$ cat config.mk
export PLATFORM = sky130hd
export DESIGN_NAME = dfp_arbiter
export DESIGN_NICKNAME = d
export VERILOG_FILES = /design/src/rtl/dfp_arbiter.sv
export SDC_FILE = /design/constraint.sdc
export NUM_CORES = 1
export LEC_CHECK = 0
export BUFFER_PORTS_ARGS = -buffer_cell sky130_fd_sc_hd__buf_2
export CAP_MARGIN = 20
export CORE_AREA = 2 2 636 638
export CTS_CLUSTER_DIAMETER = 80
export DETAILED_ROUTE_END_ITERATION = 8
export DIE_AREA = 0 0 638 640
export MAX_ROUTING_LAYER = met4
export SKIP_LAST_GASP = 1
export SLEW_MARGIN = 20
export SYNTH_ARGS = -nofsm -noshare
export SYNTH_HDL_FRONTEND = slang
export SYNTH_SLANG_ARGS = --single-unit
$ cat constraint.sdc
create_clock -name clk -period 1.9 [get_ports clk]
set_input_delay 0.38 -clock clk [delete_from_list [all_inputs] [get_ports clk]]
set_output_delay 0.38 -clock clk [all_outputs]
set_load 0.01 [all_outputs]
$ cat src/rtl/dfp_arbiter.sv
// Two-port arbiter sharing one cache-line memory port between an I-cache and a D-cache.
// One transaction at a time; round-robin or fixed D priority chosen by FAIR.
module dfp_arbiter #(
    parameter int FAIR = 1
) (
    input  logic         clk,
    input  logic         rst,
    input  logic [31:0]  i_addr,
    input  logic         i_read,
    input  logic         i_write,
    input  logic [255:0] i_wdata,
    output logic [255:0] i_rdata,
    output logic         i_resp,
    input  logic [31:0]  d_addr,
    input  logic         d_read,
    input  logic         d_write,
    input  logic [255:0] d_wdata,
    output logic [255:0] d_rdata,
    output logic         d_resp,
    output logic [31:0]  dfp_addr,
    output logic         dfp_read,
    output logic         dfp_write,
    output logic [255:0] dfp_wdata,
    input  logic [255:0] dfp_rdata,
    input  logic         dfp_resp,
    output logic         err,
    output logic [1:0]   dbg_state
);

    typedef enum logic [1:0] {
        IDLE   = 2'd0,
        BUSY_I = 2'd1,
        BUSY_D = 2'd2,
        DONE   = 2'd3
    } state_t;

    state_t state;
    logic   last_grant;  // 0 = I served last, 1 = D served last

    logic         i_pend;
    logic         d_pend;
    logic         pick_d;
    logic [31:0]  sel_addr;
    logic         sel_read;
    logic         sel_write;
    logic [255:0] sel_wdata;

    assign i_pend = i_read | i_write;
    assign d_pend = d_read | d_write;

    // With both pending: FAIR alternates away from the last served side, else D wins.
    always_comb begin
        pick_d = 1'b0;
        if (d_pend && !i_pend) begin
            pick_d = 1'b1;
        end else if (d_pend && i_pend) begin
            pick_d = (FAIR != 0) ? !last_grant : 1'b1;
        end
    end

    always_comb begin
        sel_addr  = i_addr;
        sel_read  = i_read;
        sel_write = i_write;
        sel_wdata = i_wdata;
        if (pick_d) begin
            sel_addr  = d_addr;
            sel_read  = d_read;
            sel_write = d_write;
            sel_wdata = d_wdata;
        end
    end

    // The dfp_* registers double as the latched request and are only nonzero while busy.
    always_ff @(posedge clk or negedge rst) begin
        if (!rst) begin
            state      <= IDLE;
            last_grant <= 1'b0;
            dfp_addr   <= '0;
            dfp_read   <= 1'b0;
            dfp_write  <= 1'b0;
            dfp_wdata  <= '0;
            err        <= 1'b0;
        end else begin
            case (state)
                IDLE: begin
                    if (dfp_resp) begin
                        err <= 1'b1;
                    end
                    if (i_pend || d_pend) begin
                        state     <= pick_d ? BUSY_D : BUSY_I;
                        dfp_addr  <= {sel_addr[31:5], 5'b0};
                        dfp_write <= sel_write;
                        dfp_read  <= sel_read & ~sel_write;
                        dfp_wdata <= sel_wdata;
                        if (sel_read && sel_write) begin
                            err <= 1'b1;
                        end
                    end
                end
                BUSY_I, BUSY_D: begin
                    if (dfp_resp) begin
                        last_grant <= (state == BUSY_D);
                        state      <= DONE;
                        dfp_addr   <= '0;
                        dfp_read   <= 1'b0;
                        dfp_write  <= 1'b0;
                        dfp_wdata  <= '0;
                    end
                end
                DONE: begin
                    if (dfp_resp) begin
                        err <= 1'b1;
                    end
                    state <= IDLE;
                end
                default: state <= IDLE;
            endcase
        end
    end

    assign i_resp    = (state == BUSY_I) && dfp_resp;
    assign d_resp    = (state == BUSY_D) && dfp_resp;
    assign i_rdata   = i_resp ? dfp_rdata : '0;
    assign d_rdata   = d_resp ? dfp_rdata : '0;
    assign dbg_state = state;

endmodule

==> flow_metrics.env, run 1 <==
export IMPL_start_kind="flip-flop"
export IMPL_drv_cap=0
export IMPL_p_leak_uw=0.0211
export IMPL_die_area_sq_mm=0.408
export IMPL_yosysTopAreaCell="dfrtp_1"
export IMPL_root_buffer="clkbuf_16"
export IMPL_setup_ws_ps=-770
export IMPL_drtAntennaViolNets=0
export IMPL_grt_pass1_vias=29967
export IMPL_endpoint_kind="primary output"
export IMPL_dr_pass1_iters=6
export IMPL_p_sw_uw=29500
export IMPL_path_class="flip-flop to primary output"
export IMPL_synth_edff_count=0
export IMPL_synthCells=2353
export IMPL_initial_core_util=0.0571
export IMPL_cts_htree_levels=2
export IMPL_track_usage=0.166
export IMPL_post_route_cell_area_sq_mm=0.0486
export IMPL_grt_max_degree=97
export IMPL_reg2reg_depth=8
export IMPL_numCtsBuffers=40
export IMPL_hold_path_cell_count=3
export IMPL_clk_latency_ps=670
export IMPL_io_pins=1646
export IMPL_clock_sink_count=289
export IMPL_comb_power_share=0.704
export IMPL_core_area_sq_mm=0.401
export IMPL_grt_ovfl_total=0
export IMPL_rsz0062_at_grt="yes"
export IMPL_first_iter_violations=2793
export IMPL_clkTransAtPathRegs_ps=70
export IMPL_synth_commonest_cells="and3_1, dfrtp_1, inv_1"
export IMPL_syn2layout_area_growth_pct=112
export IMPL_hold_violations=0
export IMPL_maxSlewViolCount=0
export IMPL_cts_tree="built"
export IMPL_rr_startpoint="dbg_state[1]$_DFFE_PN0P_"
export IMPL_internal_power_uw=29100
export IMPL_synth_top_area_frac=0.316
export IMPL_placed_cell_area_sq_mm=0.0408
export IMPL_syn_avg_cell_area_sq_um=9.74
export IMPL_sw_frac_of_total=0.503
export IMPL_post_dp_hpwl_um=310000
export IMPL_final_layout_size_suffix_gt1_frac=0.596
export IMPL_routed_wl_um=346000
export IMPL_vias_per_cell=3.20
export IMPL_hold_class="primary input to flip-flop"
export IMPL_reg2reg_slack_ps=-250
export IMPL_min_to="dfp_addr[23]$_DFFE_PN0P_"
export IMPL_synth_async_sr_flop_share=1.00
export IMPL_gp_congestion=1.08
export IMPL_tightest_slew_ps=1120
export IMPL_syn_area_sq_mm=0.0229
export IMPL_critPathTopFamily="buffers and inverters"
export IMPL_fin_crit_ps=2670
export IMPL_min_from="i_addr[23]"
export IMPL_required_ps=1520
export IMPL_reg2reg_to="dfp_addr[28]$_DFFE_PN0P_"
export IMPL_pwr_density_cell_mw_per_mm2=1210
export IMPL_fin_nets=5216
export IMPL_post_route_period_util=1.41
export IMPL_pwr_share_seq=0.159
export IMPL_crit_arrival_ps=2290
export IMPL_cp_cell_sequence="buf_4, ha_4, buf_12, clkbuf_16, and3_1, buf_6"
export IMPL_synth_cell_types=41
export IMPL_yosys_warnings=0
export IMPL_vias=32068
export IMPL_num_rows=233
export IMPL_ys_top_cells_by_area="dfrtp_1, o221ai_2, and3_1"
export IMPL_numPortBuffers=1630
export IMPL_antenna_found_initial=336
export IMPL_p_clk_frac=0.138
export IMPL_die_w_um=638
export IMPL_yosysSeqAreaShare=0.316
export IMPL_relSlewSlack=0.257
export IMPL_route_detailed_wl_per_inst_um=34.6
export IMPL_drc=0
export IMPL_finalPower_uw=58600
export IMPL_fin_skew_ps=52.8
export IMPL_ir_drop_uv=780
export IMPL_yosysMostFrequentCell="and3_1"
export IMPL_grt_pass1_wl_um=409000
export IMPL_violations="negative setup slack"
export IMPL_synthFlopType="dfrtp_1"
export IMPL_max_clock_freq_mhz=375
export IMPL_fill_cells=45983
export IMPL_outcome="finished with violations"
export IMPL_seqCellArea_sq_mm=0.00724
export IMPL_worst_path_max_delay_cell="dfrtp_1"
export IMPL_ys_seq_elements=289
export IMPL_multi_input_area_sq_mm=0.0133
export IMPL_slowest_delay_ps=360
export IMPL_cp_max_fo=8
export IMPL_setup_viol_count_final=800
export IMPL_cts_buffer_depth=3
export IMPL_crit_buf_inv=4
export IMPL_die_y_um=640
## layout make-up
type | count | area share
Antenna cell | 326 | 0.0168
Clock buffer | 54 | 0.0231
Clock inverter | 20 | 0.00453
Inverter | 289 | 0.0223
Multi-Input combinational cell | 1406 | 0.274
Sequential cell | 289 | 0.149
Tap cell | 5287 | 0.136
Timing Repair Buffer | 2346 | 0.374
## worst min-delay path: stages
cell       delay [ps]
buf_2              80
o2111ai_1         120
o221ai_2           90
## cells by family (layout without fill, tap and decap cells)
logic type / after synthesis / after routing / synth area share
simple gates: 811 / 811 / 0.263
mux: 1 / 1 / 0.000491
fa+ha+maj: 5 / 5 / 0.00273
other cells: 1 / 331 / 0.000164
flops: 289 / 289 / 0.316
compound gates: 584 / 584 / 0.293
buf+inv: 662 / 2709 / 0.125
## power by group through the flow
stage	sequential, uW	combinational (uW)	clock [uW]
finish	9300	41300	8080
detailed placement	9390	38100	0
floorplan	10100	17100	0
global route	9480	43500	8470
CTS	9290	40700	8370
global placement	9330	37900	0
## worst max path at each step
stage	from	to	slack (ps)	cells after the start
floorplan	dbg_state[0]$_DFFE_PN0P_	dfp_wdata[202]$_DFFE_PN0P_	-20	8
global placement	dbg_state[0]$_DFFE_PN0P_	dfp_addr[28]$_DFFE_PN0P_	-280	8
detailed placement	dbg_state[0]$_DFFE_PN0P_	dfp_addr[28]$_DFFE_PN0P_	-280	8
CTS	dbg_state[1]$_DFFE_PN0P_	i_rdata[190]	-840	6
global route	dbg_state[1]$_DFFE_PN0P_	d_rdata[141]	-850	7
finish	dbg_state[0]$_DFFE_PN0P_	i_rdata[8]	-770	6
## per-stage QoR
step | std cells | setup slack [ps] | setup TNS (ps) | hold slack, ps | util
floorplan | 2357 | -21.3 | -2580 | 84.4 | -
global placement | 9172 | -283 | -101610 | 331 | 0.102
detailed placement | 9172 | -275 | -92270 | 324 | 0.102
CTS | 9675 | -840 | -449680 | 0.0211 | 0.117
global route | 9991 | -849 | -473140 | 38.7 | 0.121
finish | 10017 | -770 | -388950 | 43.2 | 0.121
## what timing repair did
item                                    CTS  global route
hold endpoints to repair                319             0
hold buffers                            417             0
endpoints found under the setup margin  822           801
buffers inserted                          8             7
gates resized for setup                 169            92
gates cloned                              6            10
pin swaps                                 6             2
## per-layer routing
layer	track usage	vias to the layer above	routed length, um
met5	-	-	0
met4	0.0972	0	22900
met3	0.0599	675	34400
met2	0.286	2129	175000
met1	0.159	15746	114000
li1	-	13518	-
## cells in the final DEF (no fill, tap or decap), types with 181 or more instances in the layout
master	count
and3_1	418
buf_12	206
buf_2	1459
buf_4	181
dfrtp_1	288
diode_2	326
dlygate4sd3_1	417
inv_1	287
nand3_2	260
o2111ai_1	283
o221ai_2	260
## flip-flops by register name, summed over array words and instances (netlist names)
name / cells
last_grant: 1
err: 1
dfp_addr: 27
dfp_write: 1
dfp_read: 1
dbg_state: 2
dfp_wdata: 256
Power figures use the tool's default switching activity.
==> inputs of run 2 (changes only) <==
- CORE_AREA: 2 2 636 638 -> 2 2 650 652
- DIE_AREA: 0 0 638 640 -> 0 0 652 654
- clock period: 1.9 -> 3.4 ns (I/O delays scaled with it)
==> flow_metrics.env, run 2 <==
export IMPL_num_rows=238
export IMPL_io_pins=1646
export IMPL_yosysMostFrequentCell="and3_1"
export IMPL_initial_core_util=0.0547
export IMPL_track_usage=0.153
export IMPL_synth_async_sr_flop_share=1.00
export IMPL_worst_ep_kind="primary output"
export IMPL_flow_stopped_at="5_2_route"
export IMPL_placed_cell_area_sq_mm=0.0382
export IMPL_synth_cell_types=41
export IMPL_cts_htree_levels=2
export IMPL_antenna_found_initial=288
export IMPL_grt_ovfl_total=0
export IMPL_syn_avg_cell_area_sq_um=9.74
export IMPL_yosys_warnings=0
export IMPL_synthFlopType="dfrtp_1"
export IMPL_yosysSeqAreaShare=0.316
export IMPL_numCtsBuffers=35
export IMPL_die_w_um=652
export IMPL_post_dp_hpwl_um=299000
export IMPL_ys_top_cells_by_area="dfrtp_1, o221ai_2, and3_1"
export IMPL_crit_endpoint="i_rdata[196]"
export IMPL_grt_max_degree=120
export IMPL_grt_pass1_vias=26776
export IMPL_clock_sink_count=289
export IMPL_error="[ERROR DRT-0255] Maze Route cannot find path of net i_wdata[74] in worker of routeBox ( 627900 144900 ) ( 652000 193200 )."
export IMPL_ys_seq_elements=289
export IMPL_gp_congestion=1.01
export IMPL_place_worst_setup_slack_ps=661
export IMPL_synth_commonest_cells="and3_1, dfrtp_1, inv_1"
export IMPL_grt_pass1_wl_um=391000
export IMPL_cts_buffer_depth=3
export IMPL_outcome="stopped before the end"
export IMPL_yosysTopAreaCell="dfrtp_1"
export IMPL_synthCells=2353
export IMPL_synth_top_area_frac=0.316
export IMPL_syn_area_sq_mm=0.0229
export IMPL_die_y_um=654
export IMPL_root_buffer="clkbuf_16"
export IMPL_synth_edff_count=0
export IMPL_numPortBuffers=1630
## run 2: cell counts after synthesis
No cell type changed its count.
## run 2: cells by family after synthesis
family          after synthesis  share of synthesized area
flops                       289                      0.316
mux                           1                   0.000491
buf+inv                     662                      0.125
compound gates              584                      0.293
simple gates                811                      0.263
other cells                   1                   0.000164
fa+ha+maj                     5                    0.00273
## run 2: metrics by stage
stage	std cells	hold slack (ps)
3_5_place_dp	9237	482
2_1_floorplan	2357	384
4_1_cts	9301	10.3
3_3_place_gp	9237	477
5_1_grt	9450	41.6
## run 2: layer usage
metal,GRT usage
met2,0.257
met3,0.0878
met5,-
met4,0.0582
met1,0.144
## run 2: repair_timing
action | 4_1_cts | 5_1_grt
endpoints found under the setup margin | 1 | 2
buffers inserted | 1 | 0
gates resized for setup | 0 | 2
hold buffers | 0 | 0
cloned | 0 | 0
endpoints found under the hold margin | 0 | 0
==> inputs of run 3 (changes only) <==
- CORE_AREA: 2 2 650 652 -> 2 2 638 640
- CTS_CLUSTER_DIAMETER: 80 -> unset
- DIE_AREA: 0 0 652 654 -> 0 0 640 642
- MAX_ROUTING_LAYER: met4 -> unset
- PLACE_DENSITY_LB_ADDON: unset -> 0.15
==> flow_metrics.env, run 3 (synthesis results as in run 1) <==
export IMPL_final_layout_size_suffix_gt1_frac=0.622
export IMPL_path_class="flip-flop to primary output"
export IMPL_pwr_density_cell_mw_per_mm2=715
export IMPL_hold_violations=0
export IMPL_gp_congestion=0.893
export IMPL_syn2layout_area_growth_pct=75.2
export IMPL_relSlewSlack=0.389
export IMPL_start_kind="flip-flop"
export IMPL_root_buffer="clkbuf_16"
export IMPL_top_register="dfp_wdata"
export IMPL_reg2reg_depth=6
export IMPL_clk_latency_ps=670
export IMPL_drv_cap=0
export IMPL_cts_buffer_depth=3
export IMPL_hold_ws_ps=63.0
export IMPL_drc=0
export IMPL_core_area_sq_mm=0.404
export IMPL_crit_arrival_ps=2550
export IMPL_setup_viol_count_final=0
export IMPL_dr_pass1_iters=5
export IMPL_tightest_slew_ps=917
export IMPL_crit_end="i_rdata[54]"
export IMPL_maxSlewViolCount=0
export IMPL_antenna_found_initial=238
export IMPL_place_worst_setup_slack_ps=456
export IMPL_largest_reg_flops=256
export IMPL_drtAntennaViolNets=0
export IMPL_post_dp_hpwl_um=240000
export IMPL_setup_ws_ps=175
export IMPL_io_pins=1646
export IMPL_cts_htree_levels=2
export IMPL_endpoint_kind="primary output"
export IMPL_vias_per_cell=2.99
export IMPL_numCtsBuffers=47
export IMPL_sw_frac_of_total=0.517
export IMPL_die_w_um=640
export IMPL_p_clk_frac=0.179
export IMPL_p_sw_uw=14900
export IMPL_final_cell_mix="buf_2, and3_1, inv_1"
export IMPL_ir_drop_uv=499
export IMPL_reg2reg_to="dfp_wdata[205]$_DFFE_PN0P_"
export IMPL_cp_max_fo=46
export IMPL_p_leak_uw=0.0184
export IMPL_grt_pass1_wl_um=352000
export IMPL_finalSetupTns_ps=0
export IMPL_die_y_um=642
export IMPL_track_usage=0.132
export IMPL_pwr_share_seq=0.180
export IMPL_die_area_sq_mm=0.411
export IMPL_grt_ovfl_total=0
export IMPL_numPortBuffers=1630
export IMPL_rr_startpoint="dbg_state[0]$_DFFE_PN0P_"
export IMPL_critPathLaunch="dbg_state[1]$_DFFE_PN0P_"
export IMPL_comb_power_share=0.641
export IMPL_clock_sink_count=289
export IMPL_fin_nets=4679
export IMPL_post_route_cell_area_sq_mm=0.0401
export IMPL_fin_crit_ps=3230
export IMPL_vias=28114
export IMPL_num_rows=234
export IMPL_placed_cell_area_sq_mm=0.0383
export IMPL_clkTransAtPathRegs_ps=60
export IMPL_routed_wl_um=282000
export IMPL_reg2reg_slack_ps=760
export IMPL_max_clock_freq_mhz=310
export IMPL_internal_power_uw=13900
export IMPL_post_route_period_util=0.949
export IMPL_final_common_cell="buf_2"
export IMPL_initial_core_util=0.0567
export IMPL_route_detailed_wl_per_inst_um=30.1
export IMPL_hold_class="primary input to asynchronous set/reset pin"
export IMPL_outcome="completed"
export IMPL_required_ps=2720
export IMPL_grt_max_degree=99
export IMPL_cts_tree="built"
export IMPL_finalPower_uw=28700
export IMPL_first_iter_violations=1754
export IMPL_fin_skew_ps=17.4
export IMPL_grt_pass1_vias=29209
[run 3: layer usage]
layer	part of all wire	wire, um	up-vias	track usage
met5	0.0014	405	-	0
met2	0.53	150000	1358	0.249
met4	0.030	8340	64	0.0369
met1	0.35	99300	14112	0.135
li1	-	-	12177	-
met3	0.086	24300	403	0.0459
[run 3: what timing repair did]
action | 4_1_cts | 5_1_grt
hold buffers | 0 | 0
gates resized for setup | 3 | 0
buffers inserted | 6 | 0
gates cloned | 0 | 0
setup endpoints to repair | 227 | 1
[run 3: cell type report]
type,instances,area (sq um)
well taps,5428,6790
fillers,47271,364000
flip-flops and latches,289,7240
clock buffers,65,1340
diodes,97,243
inverters,289,1080
repair buffers,1802,10400
clock inverters,12,185
multi-input cells,1406,12900
[run 3: power by group through the flow]
stage                     clock network [uW]  logic, uW  registers (uW)
after detailed placement                   0      18800            5240
after floorplan                            0       9330            5650
final                                   5150      18400            5180
after global placement                     0      18900            5230
after CTS                               5450      19000            5190
after global routing                    5510      19700            5320
[run 3: how the worst min path moves through the flow]
stage | start | end | slack (ps) | depth (start not counted)
floorplan | rst | dbg_state[0]$_DFFE_PN0P_ | 380 | 0
global placement | err$_DFFE_PN0P_ | err$_DFFE_PN0P_ | 470 | 2
detailed placement | err$_DFFE_PN0P_ | err$_DFFE_PN0P_ | 480 | 2
CTS | rst | dfp_wdata[108]$_DFFE_PN0P_ | 10 | 1
global route | rst | dfp_wdata[108]$_DFFE_PN0P_ | 50 | 1
finish | rst | dfp_wdata[108]$_DFFE_PN0P_ | 60 | 1
[run 3: critical path, stage by stage (launching register included)]
cell     delay [ps]
dfrtp_1         450
inv_1           160
ha_4            150
buf_12          180
buf_12          250
and3_1          380
buf_2           200
[run 3: metrics by stage]
step / std cells / utilization
final: 9388 / 0.0993
after global routing: 9335 / 0.0990
after CTS: 9292 / 0.0987
after detailed placement: 9209 / 0.0947
after global placement: 9209 / 0.0947
after floorplan: 2357 / -
